$ cat src/rtl/usrt_rx_frame.sv
// usrt_rx_frame: parametrised USRT frame receiver with parity/framing checks and a one-entry valid/ready holding register
//   pClk       in   system clock, rising edge
//   rst        in   synchronous active-high reset
//   uTick      in   baud enable; rx is sampled only when high
//   rx         in   serial line, idle high, LSB first
//   rx_data    out  received word, valid while rx_valid
//   rx_valid   out  holding register full
//   rx_ready   in   consumer accepts on rx_valid&rx_ready
//   parity_err out  one-cycle pulse, frame dropped on parity mismatch
//   frame_err  out  one-cycle pulse, frame dropped on a zero stop bit
//   overrun    out  one-cycle pulse, good frame dropped, holding register full
//   busy       out  high whenever not idle
module usrt_rx_frame #(
    parameter int DATA_W     = 8,
    parameter int PARITY_EN  = 1,
    parameter int PARITY_ODD = 0,
    parameter int STOP_BITS  = 1
) (
    input  logic              pClk,
    input  logic              rst,
    input  logic              uTick,
    input  logic              rx,
    output logic [DATA_W-1:0] rx_data,
    output logic              rx_valid,
    input  logic              rx_ready,
    output logic              parity_err,
    output logic              frame_err,
    output logic              overrun,
    output logic              busy
);
    typedef enum logic [2:0] {IDLE, DATA, PARITY, STOP, BREAK} state_t;
    state_t state, stateNext;
    logic [3:0] bitCnt;
    logic stopCnt;
    logic [DATA_W-1:0] shReg;
    logic perr, ferr;
    logic lastStop, frameBad, good, doLoad, doParErr, doFrameErr, doOverrun;

    always_ff @(posedge pClk)
        state <= rst ? IDLE : stateNext;

    always_comb begin
        stateNext = state;
        if (uTick)
            case (state)
                IDLE:    stateNext = rx ? IDLE : DATA;
                DATA:    stateNext = (bitCnt == 4'(DATA_W-1)) ? ((PARITY_EN != 0) ? PARITY : STOP) : DATA;
                PARITY:  stateNext = STOP;
                STOP:    stateNext = lastStop ? (frameBad ? BREAK : IDLE) : STOP;
                BREAK:   stateNext = rx ? IDLE : BREAK;
                default: stateNext = IDLE;
            endcase
    end

    // frameBad folds in the current (last) stop sample, which is not yet latched into ferr
    always_comb begin
        lastStop   = (state == STOP) && uTick && (stopCnt == 1'(STOP_BITS-1));
        frameBad   = ferr | ~rx;
        good       = lastStop & ~frameBad & ~perr;
        doFrameErr = lastStop & frameBad;
        doParErr   = lastStop & ~frameBad & perr;
        doLoad     = good & (~rx_valid | rx_ready);
        doOverrun  = good & rx_valid & ~rx_ready;
        busy       = state != IDLE;
    end

    always_ff @(posedge pClk) begin
        if (rst) begin
            bitCnt     <= '0;
            stopCnt    <= 1'b0;
            shReg      <= '0;
            perr       <= 1'b0;
            ferr       <= 1'b0;
            rx_data    <= '0;
            rx_valid   <= 1'b0;
            parity_err <= 1'b0;
            frame_err  <= 1'b0;
            overrun    <= 1'b0;
        end else begin
            parity_err <= doParErr;
            frame_err  <= doFrameErr;
            overrun    <= doOverrun;
            rx_valid   <= doLoad | (rx_valid & ~rx_ready);
            if (doLoad)
                rx_data <= shReg;
            if (uTick)
                case (state)
                    IDLE: begin
                        bitCnt <= '0;
                        perr   <= 1'b0;
                        ferr   <= 1'b0;
                    end
                    DATA: begin
                        shReg   <= {rx, shReg[DATA_W-1:1]};
                        bitCnt  <= bitCnt + 4'd1;
                        stopCnt <= 1'b0;
                    end
                    PARITY: perr <= (^shReg ^ rx) != 1'(PARITY_ODD);
                    STOP: begin
                        ferr    <= ferr | ~rx;
                        stopCnt <= stopCnt + 1'b1;
                    end
                    default: ;
                endcase
        end
    end
endmodule
$ cat config.mk
export PLATFORM = sky130hd
export DESIGN_NAME = usrt_rx_frame
export DESIGN_NICKNAME = d
export VERILOG_FILES = /design/src/rtl/usrt_rx_frame.sv
export SDC_FILE = /design/constraint.sdc
export NUM_CORES = 1
export LEC_CHECK = 0
export ABC_AREA = 1
export CAP_MARGIN = 25
export CORE_MARGIN = 10
export CORE_UTILIZATION = 41
export CTS_CLUSTER_DIAMETER = 200
export DETAILED_ROUTE_END_ITERATION = 7
export GPL_ROUTABILITY_DRIVEN = 0
export PLACE_DENSITY_LB_ADDON = 0.15
export SLEW_MARGIN = 15
export SYNTH_ARGS = -nofsm -noshare
export SYNTH_HDL_FRONTEND = slang
export SYNTH_SLANG_ARGS = --single-unit
$ cat constraint.sdc
create_clock -name pClk -period 1.41 [get_ports pClk]
set_input_delay 0.3525 -clock pClk [delete_from_list [all_inputs] [get_ports pClk]]
set_output_delay 0.3525 -clock pClk [all_outputs]
set_load 0.05 [all_outputs]
==> results, run 1 <==
- The floorplan has 21 rows.
- Wires add up to about 3500 um.
- The share of total power in sequential cells is between 40% and 50%.
- The number of vias in the routed layout is between 1000 and 1500.
- The family with the most delay on the worst path is simple AND/OR/NAND/NOR gates.
- The remaining global-route overflow is 0.
- The number of clock buffers inserted by TritonCTS is 5.
- From synthesis to final layout, the design area changed by 45.2%.
- The most common cell after layout, fill and taps aside is sky130_fd_sc_hd__nand2_1.
- The die is 80.4 um tall.
- The first TritonRoute pass finished after 4 iterations.
- The number of hold-repair buffers added at the cts stage is 0.
- The worst-case IR drop observed on VDD is 0.712 mV.
- After clock tree synthesis, the clock-pin slew on the worst setup and hold paths is 60 ps.
- Of all flip-flops after synthesis, the portion carrying an async set or reset was 0%.
- The final critical path takes up 96.3% of the cycle.
- Counting I/O delays and the setup requirement, the final critical path takes about 1400 ps.
- For the final database, setup skew stands at between 4 and 5 ps.
- The number of nets handed over by synthesis was about 230.
- The leakage power is around 0.90 nW.
- The least setup slack across all paths after layout is 52.7 ps.
- Buffers placed on the I/O ports in this run total 17.
- The floorplan step defined a die boundary enclosing 6470 sq um.
- The cell that appears most often on the critical path is sky130_fd_sc_hd__inv_2.
- The internal power contribution is about 0.0014 W.
- The run finished with clean final reports.
- The signal on the critical path passes through inv_2, nand2_2, inv_2, nand2_4, inv_4, nand3_4, nor2_4, nand3_1, nand2_1, nor2_2.
- The count of flip-flops with a built-in enable after synthesis is 0.
- The path type of the worst min-delay path is register to register.
- The completed layout was analyzed and its total power is ~0.0018 W.
- The core outline area is roughly 3400 sq um.
- The cell count after synthesis came out at between 200 and 250.
- Data on the critical path is required at its endpoint by roughly 1600 ps.
- The number of placed instances, taps included, is roughly 290.
- OpenSTA, run right after detailed placement, puts the worst setup slack at -365 ps.
- Setup violations remaining at the end of the flow were counted as 0.
- Across the run, the number of max-cap violations was 0.
- Counting every sink on the clock net gives 30.
- In the final timing run, aggregate negative setup slack is 0 ps.
- The max-slew violation count was 0.
- The netlist uses 25 different library cells.
- For the pin with the worst max-slew slack, the measured transition is approximately 360 ps.
- The total global routing track utilization is about 12%.
- The category of the worst setup path capture point is a register.
- The detailed router finished its first iteration with a little under 80 violations.
- For this run, design rule violations remaining after detail routing come to 0.
- The wire length per cell after detailed routing is around 11 um.
- The cell with the largest stage delay on the worst path is sky130_fd_sc_hd__dfxtp_4.
- The number of antenna violations at the first check in global routing is 0.
- For this run, the post-layout net count is 264.
- The area of the mapped netlist is between 1000 and 1500 sq um.
- The initial cell density of the core is 43.5%.
- The share of total power consumed by net switching is around 26%.
- The clock reaches the later pin of the worst-skew pair after between 200 and 300 ps.
- The H-tree level count is 2.
- Synthesis inferred 30 register bits.
- The number of diodes added for antenna fixing is 0.
- The library cells used most frequently in the layout, excluding fill and tap cells, are 64 x sky130_fd_sc_hd__nand2_1, 26 x sky130_fd_sc_hd__dfxtp_1, 20 x sky130_fd_sc_hd__inv_1.
- The count of warnings emitted by yosys is 0.
- The count of nets left with antenna violations once routing finished came out at 0.
- The most used flip-flop cell after synthesis is sky130_fd_sc_hd__dfxtp_1.
- The fraction of final layout cells sized beyond drive strength 1 is 31.7%.
- The relative slew slack is 75.9%.
- The wire length of the first global-routing pass is 6070 um.
- For the worst setup path, the data arrival time is approximately 1500 ps.
- The kind of critical path is register to register.
- The count of buffer and inverter cells on the critical path is 3.
- The average instance in the mapped netlist occupies around 6.8 sq um.
- Dividing total power by cell area gives a power density of 841 nW/um^2.
- The number of global-route vias before repair is about 1400.
- The portion of total power attributed to combinational logic is 13.2%.
- The maximum clock frequency is between 700 and 800 MHz.
- For this run, the slowest stage of the critical path takes about 360 ps.
- In this run, the clock network consumes 38.8% of the power.
- Using the TritonRoute via totals, the vias-per-cell ratio works out to ~4.8.
- The count of cells in the finished layout, fillers not included, comes to approximately 310.
- The maximum fanout encountered on the critical timing path is 8.
- The share of the core filled with cells is roughly 63%.
- The clock passes through at most 2 buffers.
- Sequential elements use 40.1% of the synthesized area.
- The pin count of the biggest net entering global routing is 21.
- From left edge to right edge, the die measures roughly 80 um.
- The half-perimeter wire length after detailed placement is 2530 um.
- The power dissipated by switching net loads is between 0.0004 and 0.0005 W.
- The clock tree from TritonCTS is done.
- The number of hold violations in the final report came to 0.
- The worst setup path is launched from a register.
- Setup repair after global routing could not meet its margin everywhere.
- 18 I/O pins were placed.
- CTS placed an instance of sky130_fd_sc_hd__clkbuf_8 at the clock tree root.
[power by group through the flow]
| stage | clock network (W) | logic, W | registers, W |
|---|---|---|---|
| 2_1_floorplan | 0 | 0.000149 | 0.000893 |
| 3_3_place_gp | 0 | 0.000220 | 0.000896 |
| 3_5_place_dp | 0 | 0.000221 | 0.000896 |
| 4_1_cts | 0.000733 | 0.000233 | 0.000878 |
| 5_1_grt | 0.000766 | 0.000276 | 0.000880 |
| 6_report | 0.000708 | 0.000241 | 0.000878 |
[layout make-up]
class                   instances  area [sq um]
fillers                       305          1270
multi-input cells             157           843
flip-flops and latches         30           608
repair buffers                 37           460
inverters                      27           111
clock buffers                   7          86.3
well taps                      46          57.6
clock inverters                 1          5.00
[stage by stage]
step / area (sq um) / hold WS, ps
finish: 2170 / 486
global placement: 1950 / 472
floorplan: 1500 / 432
global route: 2170 / 518
CTS: 2110 / 491
detailed placement: 1950 / 469
[cells in the mapped netlist (all sizes together), types with 4 or more instances]
cell type | n | area (sq um)
nand2 | 70 | 270
dfxtp | 30 | 601
nor2 | 27 | 155
inv | 26 | 97.6
nand3 | 20 | 118
a21oi | 17 | 85.1
o21ai | 14 | 70.1
buf | 4 | 22.5
nor3 | 4 | 31.3
[tightest hold or removal path, stage by stage (launching register included)]
cell                      delay, ps
sky130_fd_sc_hd__dfxtp_1        320
sky130_fd_sc_hd__nand2_1         60
sky130_fd_sc_hd__a21oi_1         60
[path summary, 6_finish.rpt]
kind | start | cells after the start | endpoint | slack, ps
worst min-delay path | bitCnt[3] | 2 | bitCnt[3] | 490
worst min register to register | bitCnt[3] | 2 | bitCnt[3] | 490
worst max register to register | state[2] | 10 | rx_data[2] | 50
worst max-delay path | state[2] | 10 | rx_data[2] | 50
[state kept, by name, summed over array words and instances, names as in the netlist]
| name | flops |
|---|---|
| state | 3 |
| overrun | 1 |
| rx_valid | 1 |
| shReg | 8 |
| ferr | 1 |
| rx_data | 8 |
| perr | 1 |
| parity_err | 1 |
| bitCnt | 4 |
| stopCnt | 1 |
| frame_err | 1 |
[routing by layer]
layer	track usage [%]	vias to the layer above	share of wire (%)	routed length (um)
met5	0	-	0	0
met1	13.7	654	47	1610
met4	5.28	0	1.7	59
li1	-	779	-	-
met3	4.01	5	5.9	203
met2	18.2	26	46	1590
[repair_timing]
| action | CTS | global route |
|---|---|---|
| buffers inserted | 3 | 2 |
| gates resized for setup | 20 | 12 |
| pin swaps | 7 | 9 |
| setup endpoints to repair | 9 | 20 |
[cell families (layout without fill, tap and decap cells)]
logic type,after synthesis,after routing,synth area share [%]
buffers and inverters,32,72,8.53
AND/OR/NAND/NOR,122,122,38.8
flip-flops,30,30,40.1
AO/OA/AOI/OAI,34,34,11.7
adder cells (fa/ha/maj),1,1,0.836
No activity file was read; power rests on OpenSTA's default activity.
==> run 2, diff against run 1 <==
--- a/config.mk
+++ b/config.mk
@@ -8,7 +8,7 @@
 export ABC_AREA = 1
 export CAP_MARGIN = 25
 export CORE_MARGIN = 10
-export CORE_UTILIZATION = 41
+export CORE_UTILIZATION = 30
 export CTS_CLUSTER_DIAMETER = 200
 export DETAILED_ROUTE_END_ITERATION = 7
 export GPL_ROUTABILITY_DRIVEN = 0
==> run 2 against run 1 <==
Effect of this change: routed wire length decreased by 3.2%; clock-buffer cell count unchanged; core utilization is 19 points lower; clock power grew 2%; die area up 27%; global-route usage decreased by 3.3 points; largest cell class unchanged; critical endpoint is now busy; via count decreased by 3.4%; final cell count increased by 5.9%; worst setup slack better by 4.4 ps.
==> results, run 2 (synthesized netlist as in run 1, its figures left out) <==
- The flow ran to the end, and the final reports show no timing, DRC or antenna violations.
- The slew at the pin closest to its max-slew limit is 246 ps.
- Registers are responsible for a little under half of the overall power.
- The worst setup path is of the register to primary output kind.
- The remaining global-route overflow is 0.
- The total global routing track utilization is ~8.3%.
- Based on the critical path, the design can be clocked at up to about 740 MHz.
- Clock skew on the completed layout was measured at ~3.1 ps.
- The fraction of final layout cells sized beyond drive strength 1 is a little over a quarter.
- The share of total power consumed by net switching is between 20% and 30%.
- At the end of the flow, the number of nets in the layout was approximately 260.
- Counting instances, the worst hold path has a depth of 2.
- The number of hold-repair buffers added at the cts stage is 0.
- The final critical-path required period is 1350 ps.
- The latest clock arrival within the worst-skew pair is approximately 280 ps.
- From synthesis to final layout, the design area changed by 42.3%.
- In this run the tightest slew margin relative to its limit is a little over four fifths.
- The number of antenna violations at the first check in global routing is 0.
- The pin count of the biggest net entering global routing is 21.
- The routed design has approximately 3400 um of wire.
- Input and output buffers added on the ports amount to 17.
- The number of global-route vias before repair is ~1300.
- The category of the worst setup path capture point is a primary output.
- Setup repair after global routing left no endpoint under its margin.
- The total instance count after detailed placement is about 310.
- The number of iterations in the first detailed-routing pass is 4.
- The part of the total power dissipated in the clock network is ~39%.
- Dividing the detail-routed wire length by the instance count gives ~10 um.
- The H-tree level count is 2.
- Once placement finished, the instance area stood at roughly 2000 sq um.
- At the worst endpoint, the required time is 1060 ps.
- The number of hold violations in the final report is 0.
- The largest registers in the layout are rx_data (8), shReg (8), bitCnt (4).
- Detailed placement finished with a half-perimeter wire length of ~2600 um.
- The count of standard-cell rows is 25.
- After routing the design area is about 2100 sq um.
- The max-slew violation count came to 0.
- Adding up every negative setup slack in the final design gives 0 ps.
- Max-cap violations in this run came to 0.
- Using the TritonRoute via totals, the vias-per-cell ratio works out to approximately 4.4.
- The largest buffer count on any clock path is 2.
- Leaving out fill and tap cells, the most frequent cells in the layout are 66 x sky130_fd_sc_hd__nand2_1, 26 x sky130_fd_sc_hd__dfxtp_1, 23 x sky130_fd_sc_hd__inv_1.
- The wire length of the first global-routing pass is 5600 um.
- The routed layout has ~1400 vias.
- The clock tree from TritonCTS is done.
- The peak supply drop is roughly 0.37 mV.
- After clock tree synthesis, the clock-pin slew on the worst setup and hold paths is 70 ps.
- The final worst-path cycle share is 95.9%.
- The initial utilization of the core area, before any placement, comes to ~31%.
- Of the total power, combinational logic draws 13.0%.
- In this run the vertical extent of the chip is 90.6 um.
- STA classifies the critical path startpoint as a register.
- For this block, the initial DRC count from the detailed router was 61.
- The power dissipated by switching net loads is just under 0.0005 W.
- The final setup violation count is 0.
- In this run the remaining antenna-violating nets after routing total 0.
- The worst hold slack is approximately 470 ps.
- In this run the clock root is driven by a sky130_fd_sc_hd__clkbuf_8.
- The worst-case reg-to-reg path depth is 9.
- The die covers just over 8000 sq um.
- Clock tree synthesis inserted a total of 5 buffers.
- The reg-to-reg setup timing slack is around 100 ps.
- The number of ports placed on the die boundary is 18.
- STA puts the critical path data arrival time at 1000 ps.
- In this run the power density over the cells is ~860 nW/um^2.
- The remaining design rule violation count is 0.
- The TritonCTS sink count is 30.
- The analysis attributes to cell leakage a power of around 0.91 nW.
- The final cell count without fillers is between 300 and 400.
- After floorplanning, the core was sized to cover 4790 sq um.
- The number of diodes added for antenna fixing is 0.
- The path type of the worst min-delay path is register to register.
- The library cell used most frequently in the layout, excluding fill and tap cells, is sky130_fd_sc_hd__nand2_1.
- The horizontal extent of the die is 90.6 um.
- Along the worst path, the maximum fanout reaches 4.
- The internal power contribution is roughly 0.0014 W.
-- run 2: cell count changes in the layout (fill, tap and decap cells not counted), moves of 3 or more --
| cell | previous run | this run |
|---|---|---|
| sky130_fd_sc_hd__buf_4 | 19 | 14 |
| sky130_fd_sc_hd__inv_1 | 20 | 23 |
| sky130_fd_sc_hd__nand3_1 | 12 | 18 |
| sky130_fd_sc_hd__nand3_2 | 6 | 1 |
| sky130_fd_sc_hd__nor2_2 | 10 | 13 |
| sky130_fd_sc_hd__nor2_4 | 5 | 2 |
-- run 2: layout make-up --
type                    count  area (sq um)
clock buffers               7          86.3
well taps                  67          83.8
flip-flops and latches     30           606
multi-input cells         157           786
clock inverters             1          5.00
repair buffers             34           462
fillers                   484          2660
inverters                  27           101
-- run 2: worst paths after layout --
kind                            startpoint          to
worst max-delay path              state[1]        busy
worst min-delay path                  ferr        ferr
worst max register to register    state[2]  rx_data[5]
worst min register to register        ferr        ferr
-- run 2: metrics by stage --
step | total power [W] | util (%) | worst slack (ps)
6_report | 0.00184 | 44.5 | 57.1
5_1_grt | 0.00194 | 44.5 | 9.88
4_1_cts | 0.00187 | 44.0 | 2.26
3_5_place_dp | 0.00113 | 41.6 | -340
3_3_place_gp | 0.00113 | 41.6 | -321
2_1_floorplan | 0.00104 | - | 55.6
-- run 2: worst max-delay path: stages (launching register included) --
cell                      delay (ps)
sky130_fd_sc_hd__dfxtp_2         340
sky130_fd_sc_hd__inv_1           130
sky130_fd_sc_hd__nand2_2         100
sky130_fd_sc_hd__buf_12          150
-- run 2: what timing repair did --
item,in CTS,in global routing
resized for setup,7,9
buffers inserted,1,1
setup endpoints to repair,11,15
pin swaps,3,4
-- run 2: power groups by stage --
| stage | sequential (W) | combinational [W] | clock [W] |
|---|---|---|---|
| after detailed placement | 0.000897 | 0.000234 | 0 |
| after CTS | 0.000878 | 0.000241 | 0.000748 |
| after global placement | 0.000896 | 0.000234 | 0 |
| after floorplan | 0.000893 | 0.000149 | 0 |
| after global routing | 0.000881 | 0.000270 | 0.000784 |
| final | 0.000879 | 0.000240 | 0.000723 |
-- run 2: metal layers --
layer / GRT usage (%) / vias up / wire length, um
met5: 0 / - / 0
met4: 2.79 / 0 / 27
met3: 3.74 / 2 / 208
met2: 13.3 / 22 / 1560
met1: 9.42 / 626 / 1560
li1: - / 764 / -
==> run 3, diff against run 2 <==
==> constraint.sdc (replaced) <==
create_clock -name pClk -period 1.41 [get_ports pClk]
set_input_delay 0.3525 -clock pClk [delete_from_list [all_inputs] [get_ports pClk]]
set_output_delay 0.3525 -clock pClk [all_outputs]
set_load 0.01 [all_outputs]
==> run 3 against run 2 <==
Effect of this change: non-clock buffer count is 12 higher; first-iteration DRC count decreased by 41%; critical path type is now register to register; global-route usage grew 0.53 points; sequential power hardly changed; die area did not move; fmax fell by 0.84%; clock power about the same; highest routed layer unchanged; register-to-register slack worse by 50 ps; critical endpoint is now rx_data[6].
==> results, run 3 (synthesized netlist as in run 1, its figures left out) <==
- The count of cells in the finished layout, fillers not included, comes to around 340.
- The final critical-path required period is 1360 ps.
- The reg-to-reg setup timing slack is roughly 46 ps.
- The max-capacitance violation count is 0.
- Counting the fill cells in the layout gives ~490.
- Compared with the post-synthesis result, the final layout area differs by 44.4%.
- The number of antenna violations at the first check in global routing came to 0.
- The core region is around 4800 sq um.
- The H-tree level count is 2.
- In the layout the commonest cells are 62 x sky130_fd_sc_hd__nand2_1, 29 x sky130_fd_sc_hd__dfxtp_1, 25 x sky130_fd_sc_hd__buf_4.
- The wire length of the first global-routing pass is 6050 um.
- The final worst-path cycle share is about 97%.
- The slew at the pin closest to its max-slew limit is between 300 and 400 ps.
- The family with the most delay on the worst path is simple AND/OR/NAND/NOR gates.
- Once detailed placement completed, the half-perimeter wirelength came to between 2000 and 3000 um.
- The leakage power is around 0.97 nW.
- Summing internal, switching and leakage power gives approximately 0.0019 W.
- TritonCTS built the clock tree.
- Dividing the detail-routed wire length by the instance count gives roughly 11 um.
- The worst stage delay on the critical path is roughly 360 ps.
- The chip height is roughly 90 um.
- The required time of the worst setup path is between 1500 and 2000 ps.
- The critical path is of the register to register type.
- The pin count of the biggest net entering global routing is 16.
- The max-slew violation count is 0.
- The number of global-route vias before repair came to about 1300.
- The first detailed-routing pass ran for 4 iterations.
- STA puts the critical path data arrival time at between 1500 and 2000 ps.
- The areal power density over the cells is 860 nW/um^2.
- The number of hold violations in the final report is 0.
- Between clock sinks in the finished design, the worst skew comes to approximately 2.3 ps.
- Including well taps, the total number of placed cells is between 300 and 400.
- Of all nets on the critical path, the largest fanout is 8.
- The sum of routed wire length over all layers is between 3000 and 4000 um.
- Timing would allow up to roughly 730 MHz.
- Summing all placed instances gives a cell area of about 1900 sq um.
- Traced cell by cell, the critical path runs through buf_6, nand2_4, inv_4, nand2_4, inv_4, nand3_4, nor2_4, nand3_1, nand2_1, nor2_2.
- The peak supply drop is 0.399 mV.
- The horizontal extent of the die is 90.6 um.
- Dividing the detail-routed via count by the number of cells gives 4.38.
- After clock tree synthesis, the clock-pin slew on the worst setup and hold paths is 70 ps.
- The worst setup path is captured at a register.
- Global routing used under 10% of the available tracks.
- The number of vias in the routed layout is between 1000 and 1500.
- With fillers left out, the area of the finished cells amounts to 2160 sq um.
- The violation count after the first detailed-routing iteration is 36.
- The largest individual stage delay along the critical path comes from the cell sky130_fd_sc_hd__dfxtp_2.
- Setup repair after global routing could not meet its margin everywhere.
- The count of buffer and inverter cells on the critical path is 3.
- The count of input and output buffers is 17.
- Buffers inserted during clock tree synthesis total 5.
- After the last flow step, the layout net total stands at 273.
- The count of standard-cell rows is 25.
- The setup total negative slack is 0 ps.
- For this configuration, the core starts out at a cell density of roughly 31%.
- The fraction of final layout cells sized beyond drive strength 1 is 31.7%.
- For the worst-skew pair, the clock arrives at the later sink with an insertion delay of between 200 and 300 ps.
- The worst setup path is launched from a register.
- The final setup violation count is 0.
- The largest registers in the layout are rx_data (8), shReg (8), bitCnt (4).
- The die area is around 8200 sq um.
- CTS saw 30 sinks.
- The min-delay analysis places its worst path in the category register to register.
- The number of ports placed on the die boundary is 18.
- The remaining antenna violation count after routing is 0.
- The largest buffer count on any clock path is 2.
- The most common cell after layout, fill and taps aside is sky130_fd_sc_hd__nand2_1.
- Measured against its own limit, the worst slew margin works out to between 70% and 80%.
- The remaining design rule violation count is 0.
- The tree is rooted in a sky130_fd_sc_hd__clkbuf_8.
- The total overflow left after global routing is 0.
- 0 antenna diodes ended up in the layout.
- The run finished with clean final reports.
-- run 3: cell count changes in the layout (fill, tap and decap cells not counted), moves of 4 or more --
cell | previous run | this run
sky130_fd_sc_hd__dlygate4sd2_1 | 0 | 12
sky130_fd_sc_hd__nor2_2 | 13 | 17
sky130_fd_sc_hd__nand2_1 | 66 | 62
sky130_fd_sc_hd__nand3_1 | 18 | 12
sky130_fd_sc_hd__nor2_1 | 11 | 5
sky130_fd_sc_hd__nand3_2 | 1 | 6
sky130_fd_sc_hd__buf_12 | 15 | 2
sky130_fd_sc_hd__buf_4 | 14 | 25
-- run 3: final timing paths --
path	endpoint	startpoint	cells after the start
setup reg to reg	rx_data[6]	state[0]	10
hold / removal	rx_data[0]	rx_data[0]	2
setup / recovery	rx_data[6]	state[0]	10
hold reg to reg	rx_data[0]	rx_data[0]	2
-- run 3: power by group --
part / switching, W / leakage, nW / internal [W]
Clock: 0.000332 / 0.0482 / 0.000393
Sequential: 0.0000143 / 0.243 / 0.000864
Combinational: 0.000141 / 0.681 / 0.000114
-- run 3: final cells by class --
type	count	area (sq um)	area share, %
flip-flops and latches	30	602	27.9
clock inverters	1	5.00	0.232
clock buffers	7	86.3	4.00
repair buffers	46	405	18.8
inverters	27	110	5.10
well taps	67	83.8	3.88
multi-input cells	157	868	40.2
-- run 3: timing repair --
item | CTS | global route
pin swaps | 3 | 15
setup endpoints to repair | 21 | 20
resized for setup | 23 | 35
hold buffers | 0 | 0
buffers inserted | 2 | 7
cloned | 0 | 0
-- run 3: metal layers --
| metal | up-vias | global-route usage (%) | part of all wire [%] |
|---|---|---|---|
| met2 | 19 | 12.6 | 45 |
| met4 | 0 | 4.38 | 1.7 |
| met1 | 655 | 11.6 | 49 |
| met5 | - | 0 | 0 |
| li1 | 788 | - | - |
| met3 | 5 | 2.58 | 4.8 |
-- run 3: worst reg2reg max path: cells and delay by family (launching register included) --
family	cells	cell delay, ps
buffers and inverters	3	240
flip-flops	1	360
AND/OR/NAND/NOR	7	670
-- run 3: through the flow --
stage	hold WS, ps	util [%]	worst slack, ps
detailed placement	454	39.7	-325
CTS	471	42.1	-102
global route	497	45.2	-27.5
finish	472	45.2	45.6
global placement	449	39.7	-322
floorplan	432	-	148
